<file path="config.mk">
export PLATFORM = sky130hd
export DESIGN_NAME = huff_encoder_param
export DESIGN_NICKNAME = d
export VERILOG_FILES = /design/src/rtl/huff_encoder_param.sv
export SDC_FILE = /design/constraint.sdc
export NUM_CORES = 1
export LEC_CHECK = 0
export ABC_CLOCK_PERIOD_IN_PS = 28200
export BUFFER_PORTS_ARGS = -buffer_cell sky130_fd_sc_hd__buf_2
export CORE_ASPECT_RATIO = 0.5
export CORE_MARGIN = 1
export CORE_UTILIZATION = 33
export CTS_BUF_LIST = sky130_fd_sc_hd__clkbuf_16
export DETAILED_ROUTE_END_ITERATION = 10
export RECOVER_POWER = 100
export SYNTH_ARGS = -nofsm -noshare
export SYNTH_HDL_FRONTEND = slang
export SYNTH_SLANG_ARGS = --single-unit
</file>
<file path="constraint.sdc">
create_clock -name clk -period 28.2 [get_ports clk]
set_input_delay 4.23 -clock clk [delete_from_list [all_inputs] [get_ports clk]]
set_output_delay 4.23 -clock clk [all_outputs]
set_load 0.02 [all_outputs]
</file>
<file path="src/rtl/huff_encoder_param.sv">
`default_nettype none
// +--------------------------------------------------------------------------+
// | Module   : huff_encoder_param                                            |
// | Function : streaming Huffman encoder for NUM_SYM (symbol, freq) pairs;   |
// |            builds the tree in hardware and emits one code per symbol.    |
// | Option   : HUFF_STATS_EN adds the stat_bits / stat_valid outputs.        |
// | Revision : 1.0                                                           |
// +--------------------------------------------------------------------------+
module huff_encoder_param #(
   parameter int NUM_SYM = 3,
   parameter int FREQ_W  = 3,
   parameter int SYM_W   = 8,
   parameter int MAX_LEN = NUM_SYM - 1,
   parameter int W_W     = FREQ_W + $clog2(NUM_SYM)
) (
   input  logic                             clk,
   input  logic                             reset,
   input  logic                             in_valid,
   output logic                             in_ready,
   input  logic [SYM_W-1:0]                 in_sym,
   input  logic [FREQ_W-1:0]                in_freq,
   output logic                             out_valid,
   input  logic                             out_ready,
   output logic [SYM_W-1:0]                 out_sym,
   output logic [MAX_LEN-1:0]               out_code,
   output logic [$clog2(MAX_LEN+1)-1:0]     out_len,
   output logic                             out_last,
`ifdef HUFF_STATS_EN
   output logic [W_W+$clog2(MAX_LEN+1)-1:0] stat_bits,
   output logic                             stat_valid,
`endif
   output logic                             busy
);

   localparam int c_NODES = 2 * NUM_SYM - 1;
   localparam int c_NI_W  = $clog2(c_NODES);
   localparam int c_SI_W  = $clog2(NUM_SYM);
   localparam int c_LEN_W = $clog2(MAX_LEN + 1);
   localparam logic [c_NI_W-1:0] c_ROOT      = c_NI_W'(c_NODES - 1);
   localparam logic [c_NI_W-1:0] c_LAST_LOAD = c_NI_W'(NUM_SYM - 1);
   localparam logic [c_SI_W-1:0] c_LAST_LEAF = c_SI_W'(NUM_SYM - 1);

   typedef enum logic [1:0] {
      S_LOAD  = 2'd0,
      S_MERGE = 2'd1,
      S_WALK  = 2'd2,
      S_EMIT  = 2'd3
   } state_t;

   state_t                r_state;
   state_t                w_next;

   // Node table: leaves at 0..NUM_SYM-1, internal nodes appended in creation order
   logic [W_W-1:0]        r_weight [c_NODES];
   logic [c_NI_W-1:0]     r_parent [c_NODES];
   logic [c_NODES-1:0]    r_active;
   logic [c_NODES-1:0]    r_bit;
   logic [SYM_W-1:0]      r_sym    [NUM_SYM];

   logic [c_NI_W-1:0]     r_cnt;
   logic [c_SI_W-1:0]     r_leaf;
   logic [c_NI_W-1:0]     r_cur;
   logic [MAX_LEN-1:0]    r_code;
   logic [c_LEN_W-1:0]    r_len;

   logic [c_NI_W-1:0]     w_min1;
   logic [c_NI_W-1:0]     w_min2;
   logic [W_W-1:0]        w_min1_w;
   logic [W_W-1:0]        w_min2_w;
   logic                  w_found1;
   logic                  w_found2;
   logic [c_NI_W-1:0]     w_leaf_node;
   logic                  w_is_last;
   logic                  w_hs;

   assign w_leaf_node = {{(c_NI_W-c_SI_W){1'b0}}, r_leaf};
   assign w_is_last   = (r_leaf == c_LAST_LEAF);
   assign w_hs        = out_valid && out_ready;

   // Strict less-than keeps the lowest index on equal weights
   always_comb begin
      w_min1   = '0;
      w_min2   = '0;
      w_min1_w = '0;
      w_min2_w = '0;
      w_found1 = 1'b0;
      w_found2 = 1'b0;
      for (int i = 0; i < c_NODES; i++) begin
         if (r_active[i] && (!w_found1 || r_weight[i] < w_min1_w)) begin
            w_min1   = c_NI_W'(i);
            w_min1_w = r_weight[i];
            w_found1 = 1'b1;
         end
      end
      for (int i = 0; i < c_NODES; i++) begin
         if (r_active[i] && (c_NI_W'(i) != w_min1) &&
             (!w_found2 || r_weight[i] < w_min2_w)) begin
            w_min2   = c_NI_W'(i);
            w_min2_w = r_weight[i];
            w_found2 = 1'b1;
         end
      end
   end

   always_comb begin
      w_next    = r_state;
      in_ready  = 1'b0;
      out_valid = 1'b0;
      busy      = 1'b1;
      case (r_state)
         S_LOAD: begin
            in_ready = 1'b1;
            busy     = 1'b0;
            if (in_valid && r_cnt == c_LAST_LOAD) w_next = S_MERGE;
         end
         S_MERGE: if (r_cnt == c_ROOT) w_next = S_WALK;
         S_WALK:  if (r_parent[r_cur] == c_ROOT) w_next = S_EMIT;
         S_EMIT: begin
            out_valid = 1'b1;
            if (out_ready) w_next = w_is_last ? S_LOAD : S_WALK;
         end
         default: w_next = S_LOAD;
      endcase
   end

   assign out_sym  = r_sym[r_leaf];
   assign out_code = r_code;
   assign out_len  = r_len;
   assign out_last = out_valid && w_is_last;

   always_ff @(posedge clk) begin
      if (reset) begin
         r_state  <= S_LOAD;
         r_cnt    <= '0;
         r_leaf   <= '0;
         r_cur    <= '0;
         r_code   <= '0;
         r_len    <= '0;
         r_active <= '0;
         r_bit    <= '0;
         for (int i = 0; i < c_NODES; i++) begin
            r_weight[i] <= '0;
            r_parent[i] <= '0;
         end
         for (int i = 0; i < NUM_SYM; i++) r_sym[i] <= '0;
      end else begin
         r_state <= w_next;
         case (r_state)
            S_LOAD: begin
               if (in_valid) begin
                  r_sym[r_cnt[c_SI_W-1:0]] <= in_sym;
                  r_weight[r_cnt]          <= W_W'(in_freq);
                  r_active[r_cnt]          <= 1'b1;
                  r_cnt                    <= r_cnt + 1'b1;
               end
            end
            S_MERGE: begin
               r_weight[r_cnt] <= w_min1_w + w_min2_w;
               r_active[w_min1] <= 1'b0;
               r_active[w_min2] <= 1'b0;
               r_active[r_cnt]  <= 1'b1;
               r_parent[w_min1] <= r_cnt;
               r_parent[w_min2] <= r_cnt;
               r_bit[w_min1]    <= 1'b0;
               r_bit[w_min2]    <= 1'b1;
               r_cnt            <= r_cnt + 1'b1;
               if (r_cnt == c_ROOT) begin
                  r_leaf <= '0;
                  r_cur  <= '0;
               end
            end
            S_WALK: begin
               r_code <= r_code | (MAX_LEN'(r_bit[r_cur]) << r_len);
               r_len  <= r_len + 1'b1;
               r_cur  <= r_parent[r_cur];
            end
            S_EMIT: begin
               if (out_ready) begin
                  r_code <= '0;
                  r_len  <= '0;
                  if (w_is_last) begin
                     r_cnt    <= '0;
                     r_leaf   <= '0;
                     r_active <= '0;
                  end else begin
                     r_leaf <= r_leaf + 1'b1;
                     r_cur  <= w_leaf_node + 1'b1;
                  end
               end
            end
            default: ;
         endcase
      end
   end

`ifdef HUFF_STATS_EN
   localparam int c_STAT_W = W_W + c_LEN_W;
   logic [c_STAT_W-1:0] r_stat;

   // Adding the leaf frequency once per tree level yields freq*len
   always_ff @(posedge clk) begin
      if (reset) begin
         r_stat <= '0;
      end else if (r_state == S_EMIT && out_ready && w_is_last) begin
         r_stat <= '0;
      end else if (r_state == S_WALK) begin
         r_stat <= r_stat + c_STAT_W'(r_weight[w_leaf_node]);
      end
   end

   assign stat_bits  = r_stat;
   assign stat_valid = w_hs && out_last;
`else
   logic w_unused;
   assign w_unused = w_hs;
`endif

endmodule
`default_nettype wire

</file>
Yosys cells after proc, flatten, opt, wreduce, memory -nomap -nowiden
Memories as Yosys holds them, arrays and structs flattened. A register that Yosys moved wholly into a read port is not among the register bits.
Index checks and enable logic that the tools add are counted.
W data, S select, Z words.
{"block": "op_classes", "n_eq_ne": 18, "n_mul": 0, "n_reduce_logical": 49, "mux": 88, "n_addsub": 5, "n_div": 0, "shifts": 1, "order_cmp": 15, "n_bitwise": 10}
{"operator": "$mux W5", "count": 15}
{"operator": "$mux W3", "count": 19}
{"operator": "$lt A5 B5 Y1", "count": 8}
{"operator": "$mux W1", "count": 30}
{"operator": "$mux W2", "count": 12}
{"operator": "$logic_and A1 B1 Y1", "count": 18}
{"operator": "$pmux W3 S3", "count": 2}
{"operator": "$lt A3 B4 Y1 const B", "count": 4}
{"operator": "$and A5 B5 Y5", "count": 3}
{"operator": "$or A5 B5 Y5", "count": 3}
{"operator": "$pmux W5 S3", "count": 1}
{"operator": "$ne A2 B2 Y1 const B", "count": 7}
{"operator": "$pmux W2 S2", "count": 3}
{"operator": "$reduce_and A4 Y1", "count": 3}
{"operator": "$not A5 Y5", "count": 2}
{"operator": "$demux W1 S3", "count": 3}
{"operator": "$ge A3 B1 Y1 const B", "count": 3}
{"operator": "$reduce_bool A3 Y1", "count": 3}
{"operator": "$logic_not A1 Y1", "count": 8}
{"operator": "$logic_or A1 B1 Y1", "count": 8}
{"operator": "$mux W8", "count": 1}
{"operator": "$pmux W2 S4", "count": 1}
{"operator": "$reduce_or A8 Y1", "count": 1}
{"operator": "$eq A2 B2 Y1 const B", "count": 3}
{"operator": "other kinds (20)", "count": 25}
{"block": "totals", "latch_bits": 0, "register_bits": 24, "mem_bits_rw": 64, "out_inout_bits": 16, "in_bits": 15, "romBits": 0, "wordCells": 197, "n_memories": 3}
{"name": "r_weight", "words": 5, "word_bits": 5, "read_ports": 5, "rd_clocked_by_memory_dff": 0, "wr": 5, "line_no": "54", "source": "logic [W_W-1:0] r_weight [c_NODES];"}
{"name": "r_sym", "words": 3, "word_bits": 8, "read_ports": 1, "rd_clocked_by_memory_dff": 1, "wr": 3, "line_no": "58", "source": "logic [SYM_W-1:0] r_sym [NUM_SYM];"}
{"name": "r_parent", "words": 5, "word_bits": 3, "read_ports": 1, "rd_clocked_by_memory_dff": 1, "wr": 5, "line_no": "55", "source": "logic [c_NI_W-1:0] r_parent [c_NODES];"}

Longest topological paths before layout
Gate-level depths: netlist of run 1.
An unclocked memory read counts as a cell.
{"block": "logic_depth", "word_depth": 45, "ltp_mapped": 82}

Worst setup path after synthesis of run 1
No wires, ideal clock.
{"block": "synth_timing", "path_kind": "reg2reg", "startpoint": "register r_active[0]", "endpoint": "memory r_weight[0][4] (netlist name) (data pin)", "arrival_ns": 14.620, "t_required_ns": 28.054, "setup_time_ns": 0.146, "path_buffers": 9, "slack_ns": 13.434, "stages_incl_launch_ff": 77, "synth_period_minus_slack_ns": 14.766, "path_cell_list": "dfxtp_1 > buf_6 > clkbuf_1 > nand2_1 > ha_1 > a21oi_1 > o221ai_1 > a21oi_1 > clkbuf_1 > nor2_1 > a21oi_1 > ha_1 > a211o_1 > a221oi_1 > nor2_1 > a41o_1 > nand2b_1 > clkbuf_1 > [41 not listed] > buf_2 > mux2i_1 > ha_1 > a21o_1 > a21o_1 > a21oi_1 > nand2b_1 > o31ai_1 > nand2_1 > buf_2 > nor2_1 > a21oi_1 > fa_1 > a21o_1 > a21oi_1 > xnor2_1 > or3_4 > a21oi_1"}
{"element": "from (decl)", "line_no": "56", "source": "logic [c_NODES-1:0] r_active;"}
{"element": "from (signal assigned)", "line_no": "139", "source": "r_active <= '0;"}
{"element": "from (signal, indexed assignment)", "line_no": "153", "source": "r_active[r_cnt] <= 1'b1;"}
{"element": "from (signal, indexed assignment)", "line_no": "159", "source": "r_active[w_min1] <= 1'b0;"}
{"element": "to (decl)", "line_no": "54"}

==> impl_metrics.csv, run 1 <==
group,metric,value,unit
logic_synthesis,synth_edf_count,81,
cts,cts-root-buf,"clkbuf_16",
drt,viasPerCell,5.40,
placed_design,dp_hpwl,12700,um
logic_synthesis,synth_area_leaders,"edfxtp_1, dfxtp_1, ha_1",
cts,postCtsSetupBuffers,0,
logic_synthesis,synth_flop_cell,"edfxtp_1",
logic_synthesis,synthMuxAreaShare,7.56,%
logic_synthesis,synth.most_common_cell,"edfxtp_1",
floorplan,start_util,34.3,%
worst_setup_path,cpMostUsedCell,"a21oi_1",
placed_design,place_congestion,0.907,
worst_setup_path,cp.arrival,18080,ps
worst_setup_path,path_class,"reg2reg",
timing,tns,0,ps
cts,cts_max_level,3,
worst_setup_path,r2r_setup_slack,10310,ps
grt,gr-usage-all-layers,16.0,%
drt,wl_per_cell,17.6,um
grt,grt_pass1_wl,26700,um
cells_and_area,syn2layout_area_growth,8.93,%
floorplan,die_y,104,um
floorplan,die_w,205,um
worst_setup_path,crit_fanout,20,
timing,hold_violations,0,
cts,cts_hold_buf,0,
logic_synthesis,synthAdderAreaFrac,8.37,%
drt,remaining_drc_errors,0,
timing,fmax,55.9,MHz
worst_setup_path,cp_top_family,"compound AO/OA/AOI/OAI gates",
logic_synthesis,syn-mean-instance-area,10.3,sq um
logic_synthesis,synth.distinct_cells,77,
cts,path_clk_slew,80,ps
timing,worstMarginPinSlew,2170,ps
timing,rsz0062_at_grt,"no",
grt,grt_max_degree,45,
outcome,outcome,"finished with violations",
drt,drtIter0Drc,473,
grt,overflow,0,
timing,setup-violations-final,0,
power_and_ir_drop,p_leak,2.84,nW
floorplan,row_count,36,
placed_design,io_buffers,30,
hold_path,hp-class,"reg2reg",
logic_synthesis,synthCells,660,
timing,whs,479,ps
drt,via_count,5170,
timing,fin_skew,13.3,ps
cells_and_area,antennaDiodeCount,0,
cts,clock-sinks,110,
worst_setup_path,critical_path_buf_inv_count,4,
outcome,violations,"capacitance limit, slew limit",
logic_synthesis,synth_compound_area_share,17.8,%
logic_synthesis,synth_common_cells,"edfxtp_1, nor2_1, nand2_1",
drt,firstDrtPassIters,5,
logic_synthesis,netlist_area,0.00682,sq mm
power_and_ir_drop,peakVddDrop,0.0335,mV
grt,antenna_found_initial,0,
floorplan,core-area,0.0199,sq mm
job,drv_cap,1,
timing,maxSlewViolCount,45,
cells_and_area,final_layout_size_suffix_gt1_share,8.97,%
timing,timing.final.crit_share,63.4,%
cts,cts_tree,"yes",
worst_setup_path,slowest_stage,"dfxtp_1",
cells_and_area,nNetsFinal,746,
timing,slew_headroom,-44.7,%
cts,numCtsBuffers,9,
drt,drtAntennaViolNets,0,
worst_setup_path,crit_path_end_kind,"register",
worst_setup_path,cp-start-kind,"register",
grt,first_global_vias,4954,
drt,wl,16800,um
logic_synthesis,synth_top_area_cell,"edfxtp_1",
logic_synthesis,synth-simple-area-share,17.7,%
floorplan,die_area,0.0213,sq mm
cts,cts_resized,0,
logic_synthesis,async_flop_share,0,%
logic_synthesis,yosys_warnings,0,
timing,fin_crit,17890,ps
power_and_ir_drop,power.density,51.1,mW/mm^2
worst_setup_path,critPathMaxStageDelay,750,ps
logic_synthesis,synth_top_family_by_area,"compound AO/OA/AOI/OAI gates",
logic_synthesis,ys_seq_area_share,44.2,%
cts,clockBufferDepth,2,
logic_synthesis,yosysTopAreaCellShare,35.7,%
floorplan,io_pins,31,
cts,clk_latency,360,ps
worst_setup_path,required,28390,ps
logic_synthesis,ys_ff_latch,110,
logic_synthesis,synth_xor_area_share,0.514,%
[worst register-to-register path: cells and delay by family, from the launching register on]
kind,cells,cell delay (ps)
adders and majority gates,10,2960
and+or+nand+nor,16,3160
xor gates and xnor gates,1,120
buffers and inverters,4,420
AOI/OAI and AO/OA,37,9280
muxes,3,1100
DFF,1,750
[power breakdown]
group | leakage [nW] | switching (mW) | internal [mW]
clock network | 0.136 | 0.0630 | 0.0612
registers | 1.06 | 0.00727 | 0.180
logic | 1.64 | 0.0420 | 0.0256
total | 2.84 | 0.112 | 0.267
[layout by cell type (no fill, tap or decap), types with 15 or more instances in the layout]
cell,synthesis,layout
nand2_1,57,57
dfxtp_1,29,29
ha_1,44,44
and3_1,31,31
edfxtp_1,81,81
a21o_1,16,16
nor2_1,70,71
o21ai_0,22,23
clkbuf_1,19,27
mux4_2,15,15
a21oi_1,56,57
inv_1,34,35
[kinds of logic (layout without fill, tap and decap cells)]
| group | Yosys count | count (layout) |
|---|---|---|
| buffers and inverters | 63 | 86 |
| other | 1 | 9 |
| AND/OR/NAND/NOR | 234 | 234 |
| flip-flops | 110 | 110 |
| multiplexers | 31 | 31 |
| AO/OA/AOI/OAI | 172 | 172 |
| adder cells (fa/ha/maj) | 45 | 45 |
| XOR/XNOR | 4 | 4 |
[metal layers]
| metal | part of all wire, % | track usage, % | vias to the layer above |
|---|---|---|---|
| li1 | - | - | 2522 |
| met1 | 48 | 23.1 | 2473 |
| met2 | 45 | 25.2 | 163 |
| met3 | 5.9 | 2.96 | 12 |
| met4 | 0.56 | 2.54 | 0 |
| met5 | 0 | 0 | - |
[path summary, 6_finish.rpt]
kind,startpoint,end,cells after the start
worst min register to register,r_bit[2]$_SDFFE_PP0P_,r_bit[2]$_SDFFE_PP0P_,2
worst max register to register,r_active[0]$_SDFFE_PP0P_,r_weight[0][4]$_SDFFCE_PN0P_,71
worst min-delay path,r_bit[2]$_SDFFE_PP0P_,r_bit[2]$_SDFFE_PP0P_,2
worst max-delay path,r_active[0]$_SDFFE_PP0P_,r_weight[0][4]$_SDFFCE_PN0P_,71
[area by class of cell]
type / instances / area (sq um)
fillers: 1936 / 12400
multi-input cells: 495 / 3520
clock buffers: 9 / 225
well taps: 266 / 333
inverters: 34 / 128
flip-flops and latches: 110 / 3010
clock inverters: 7 / 56.3
repair buffers: 36 / 154
[flip-flops by register name, indices dropped and copies added (netlist names), named ones only]
signal / flops
out_code: 2
out_len: 2
r_active: 5
r_bit: 5
r_cnt: 3
r_cur: 3
r_leaf: 2
r_parent: 24
r_state: 2
r_sym: 32
r_weight: 25
[stage by stage]
stage / instance area, sq um / power [mW] / utilization (%) / worst slack (ps) / std cells
after floorplan: 6850 / 0.240 / - / 13430 / 668
after global placement: 7250 / 0.259 / 36.5 / 11690 / 941
after detailed placement: 7250 / 0.260 / 36.5 / 11170 / 941
after CTS: 7530 / 0.383 / 37.9 / 11110 / 957
after global routing: 7430 / 0.395 / 37.4 / 8860 / 957
final: 7430 / 0.379 / 37.4 / 10310 / 957
(Power assumes the default switching activity.)
==> run 2, diff against run 1 <==
Settings changed: ABC_CLOCK_PERIOD_IN_PS 28200 to 17100.
Clock period 28.2 ns to 17.1 ns, I/O delays scaled along.
==> impl_metrics.csv, run 2 (synthesized netlist as in run 1, its figures left out) <==
group,metric,value,unit
outcome,outcome,"finished with violations",
outcome,violations,"capacitance limit, slew limit",
cells_and_area,largest_reg_flops,32,
cts,cts-root-buf,"clkbuf_16",
timing,setup_ws,1220,ps
timing,slew_headroom,-44.1,%
placed_design,io_buffers,30,
worst_setup_path,cp-start-kind,"register",
grt,grt_pass1_wl,27200,um
placed_design,dp_hpwl,12900,um
floorplan,row_count,36,
grt,overflow,0,
grt,grt_util_met1,22.9,%
grt,grt_max_degree,45,
floorplan,start_util,34.3,%
power_and_ir_drop,peakVddDrop,0.0556,mV
worst_setup_path,required,17300,ps
cells_and_area,antennaDiodeCount,0,
worst_setup_path,cpMostUsedCell,"a21oi_1",
timing,rsz0062_at_grt,"no",
floorplan,io_pins,31,
cts,cts_max_level,3,
grt,use_met3,2.99,%
worst_setup_path,r2r_setup_slack,1220,ps
timing,fmax,63.0,MHz
worst_setup_path,r2r_cells,69,
worst_setup_path,slowest_stage,"a21oi_1",
floorplan,die_area,0.0213,sq mm
timing,timing.final.crit_share,92.8,%
cells_and_area,multiInputGateArea,0.00359,sq mm
grt,first_global_vias,5052,
worst_setup_path,path_class,"reg2reg",
timing,maxSlewViolCount,45,
cts,clk_latency,360,ps
job,drv_cap,1,
floorplan,die_y,104,um
worst_setup_path,critical_path_buf_inv_count,2,
timing,hold_violations,0,
cts,clockBufferDepth,2,
timing,worstMarginPinSlew,2160,ps
timing,fin_skew,9.93,ps
floorplan,die_w,205,um
cells_and_area,syn2layout_area_growth,10.8,%
drt,drtIter0Drc,388,
worst_setup_path,critPathMaxStageDelay,560,ps
worst_setup_path,r2r-start,"r_active[0]$_SDFFE_PP0P_",
cells_and_area,nNetsFinal,749,
grt,gr-usage-all-layers,16.4,%
cells_and_area,final_layout_size_suffix_gt1_share,11.1,%
cells_and_area,ff_latch_area,0.00301,sq mm
worst_setup_path,cp_top_family,"compound AO/OA/AOI/OAI gates",
power_and_ir_drop,p_leak,2.88,nW
timing,fin_crit,15880,ps
hold_path,hp-class,"reg2reg",
worst_setup_path,startpoint,"r_active[0]$_SDFFE_PP0P_",
grt,busiest_layer,"met2",
floorplan,core-area,0.0199,sq mm
drt,wl_per_cell,17.7,um
grt,antenna_found_initial,0,
grt,met2_usage,26.1,%
cts,path_clk_slew,80,ps
worst_setup_path,cp.arrival,16080,ps
timing,setup-violations-final,0,
worst_setup_path,timing.rr.end,"r_weight[0][4]$_SDFFCE_PN0P_",
worst_setup_path,crit_fanout,13,
cts,numCtsBuffers,9,
cells_and_area,final_common_cell,"edfxtp_1",
worst_setup_path,crit_path_end_kind,"register",
drt,via_count,5222,
cts,cts_tree,"yes",
cells_and_area,regMostFlops,"r_sym",
drt,firstDrtPassIters,6,
cells_and_area,final.fill_count,1896,
timing,tns,0,ps
worst_setup_path,path_depth,69,
worst_setup_path,crit_end,"r_weight[0][4]$_SDFFCE_PN0P_",
power_and_ir_drop,power.density,84.9,mW/mm^2
drt,wl,17000,um
drt,drtAntennaViolNets,0,
drt,remaining_drc_errors,0,
cells_and_area,reg_top3,"r_sym x32, r_weight x25, r_parent x24",
placed_design,place_congestion,0.936,
cells_and_area,layout_common_cells,"edfxtp_1, nor2_1, a21oi_1, nand2_1, ha_1",
placed_design,place_ws,623,ps
drt,viasPerCell,5.44,
cts,clock-sinks,110,
==> run 2: worst min-delay path by stage <==
| stage | startpoint | slack (ps) | endpoint | depth (start not counted) |
|---|---|---|---|---|
| floorplan | r_bit[3]$_SDFFE_PP0P_ | 450 | r_bit[3]$_SDFFE_PP0P_ | 2 |
| global placement | r_bit[3]$_SDFFE_PP0P_ | 460 | r_bit[3]$_SDFFE_PP0P_ | 2 |
| detailed placement | r_bit[2]$_SDFFE_PP0P_ | 460 | r_bit[2]$_SDFFE_PP0P_ | 2 |
| CTS | r_bit[2]$_SDFFE_PP0P_ | 470 | r_bit[2]$_SDFFE_PP0P_ | 2 |
| global route | r_bit[2]$_SDFFE_PP0P_ | 490 | r_bit[2]$_SDFFE_PP0P_ | 2 |
| finish | r_bit[2]$_SDFFE_PP0P_ | 470 | r_bit[2]$_SDFFE_PP0P_ | 2 |
==> run 2: timing repair <==
action                                  4_1_cts  5_1_grt
resized for setup                             0        8
endpoints found under the setup margin        0       25
hold buffers                                  0        0
setup buffers                                 0        0
==> run 2: report_power, final <==
group | switching, mW | internal, mW
sequential | 0.0116 | 0.298
clock | 0.110 | 0.105
combinational | 0.0722 | 0.0443
total | 0.194 | 0.447
==> run 2: layer usage <==
| metal | part of all wire, % | vias up |
|---|---|---|
| li1 | - | 2525 |
| met1 | 47 | 2542 |
| met2 | 46 | 139 |
| met3 | 5.7 | 16 |
| met4 | 1.1 | 0 |
| met5 | 0 | - |
==> run 2: worst min-delay path, stage by stage (launching register included) <==
cell	delay [ps]
dfxtp_1	310
nand2b_1	60
a21oi_1	60
==> run 2: stage by stage <==
stage	hold WS, ps	instances	utilization, %	power (mW)	instance area [sq um]
CTS	474	960	38.2	0.644	7580
detailed placement	461	944	36.6	0.430	7270
global route	489	960	38.0	0.670	7560
finish	472	960	38.0	0.641	7560
floorplan	446	668	-	0.395	6850
global placement	461	944	36.6	0.428	7270
==> run 2: final cells by class <==
| type | instances | share of cell area, % |
|---|---|---|
| clock buffers | 9 | 2.98 |
| clock inverters | 7 | 1.13 |
| inverters | 34 | 1.69 |
| multi-input cells | 495 | 47.5 |
| flip-flops and latches | 110 | 39.9 |
| well taps | 266 | 4.40 |
| repair buffers | 39 | 2.38 |
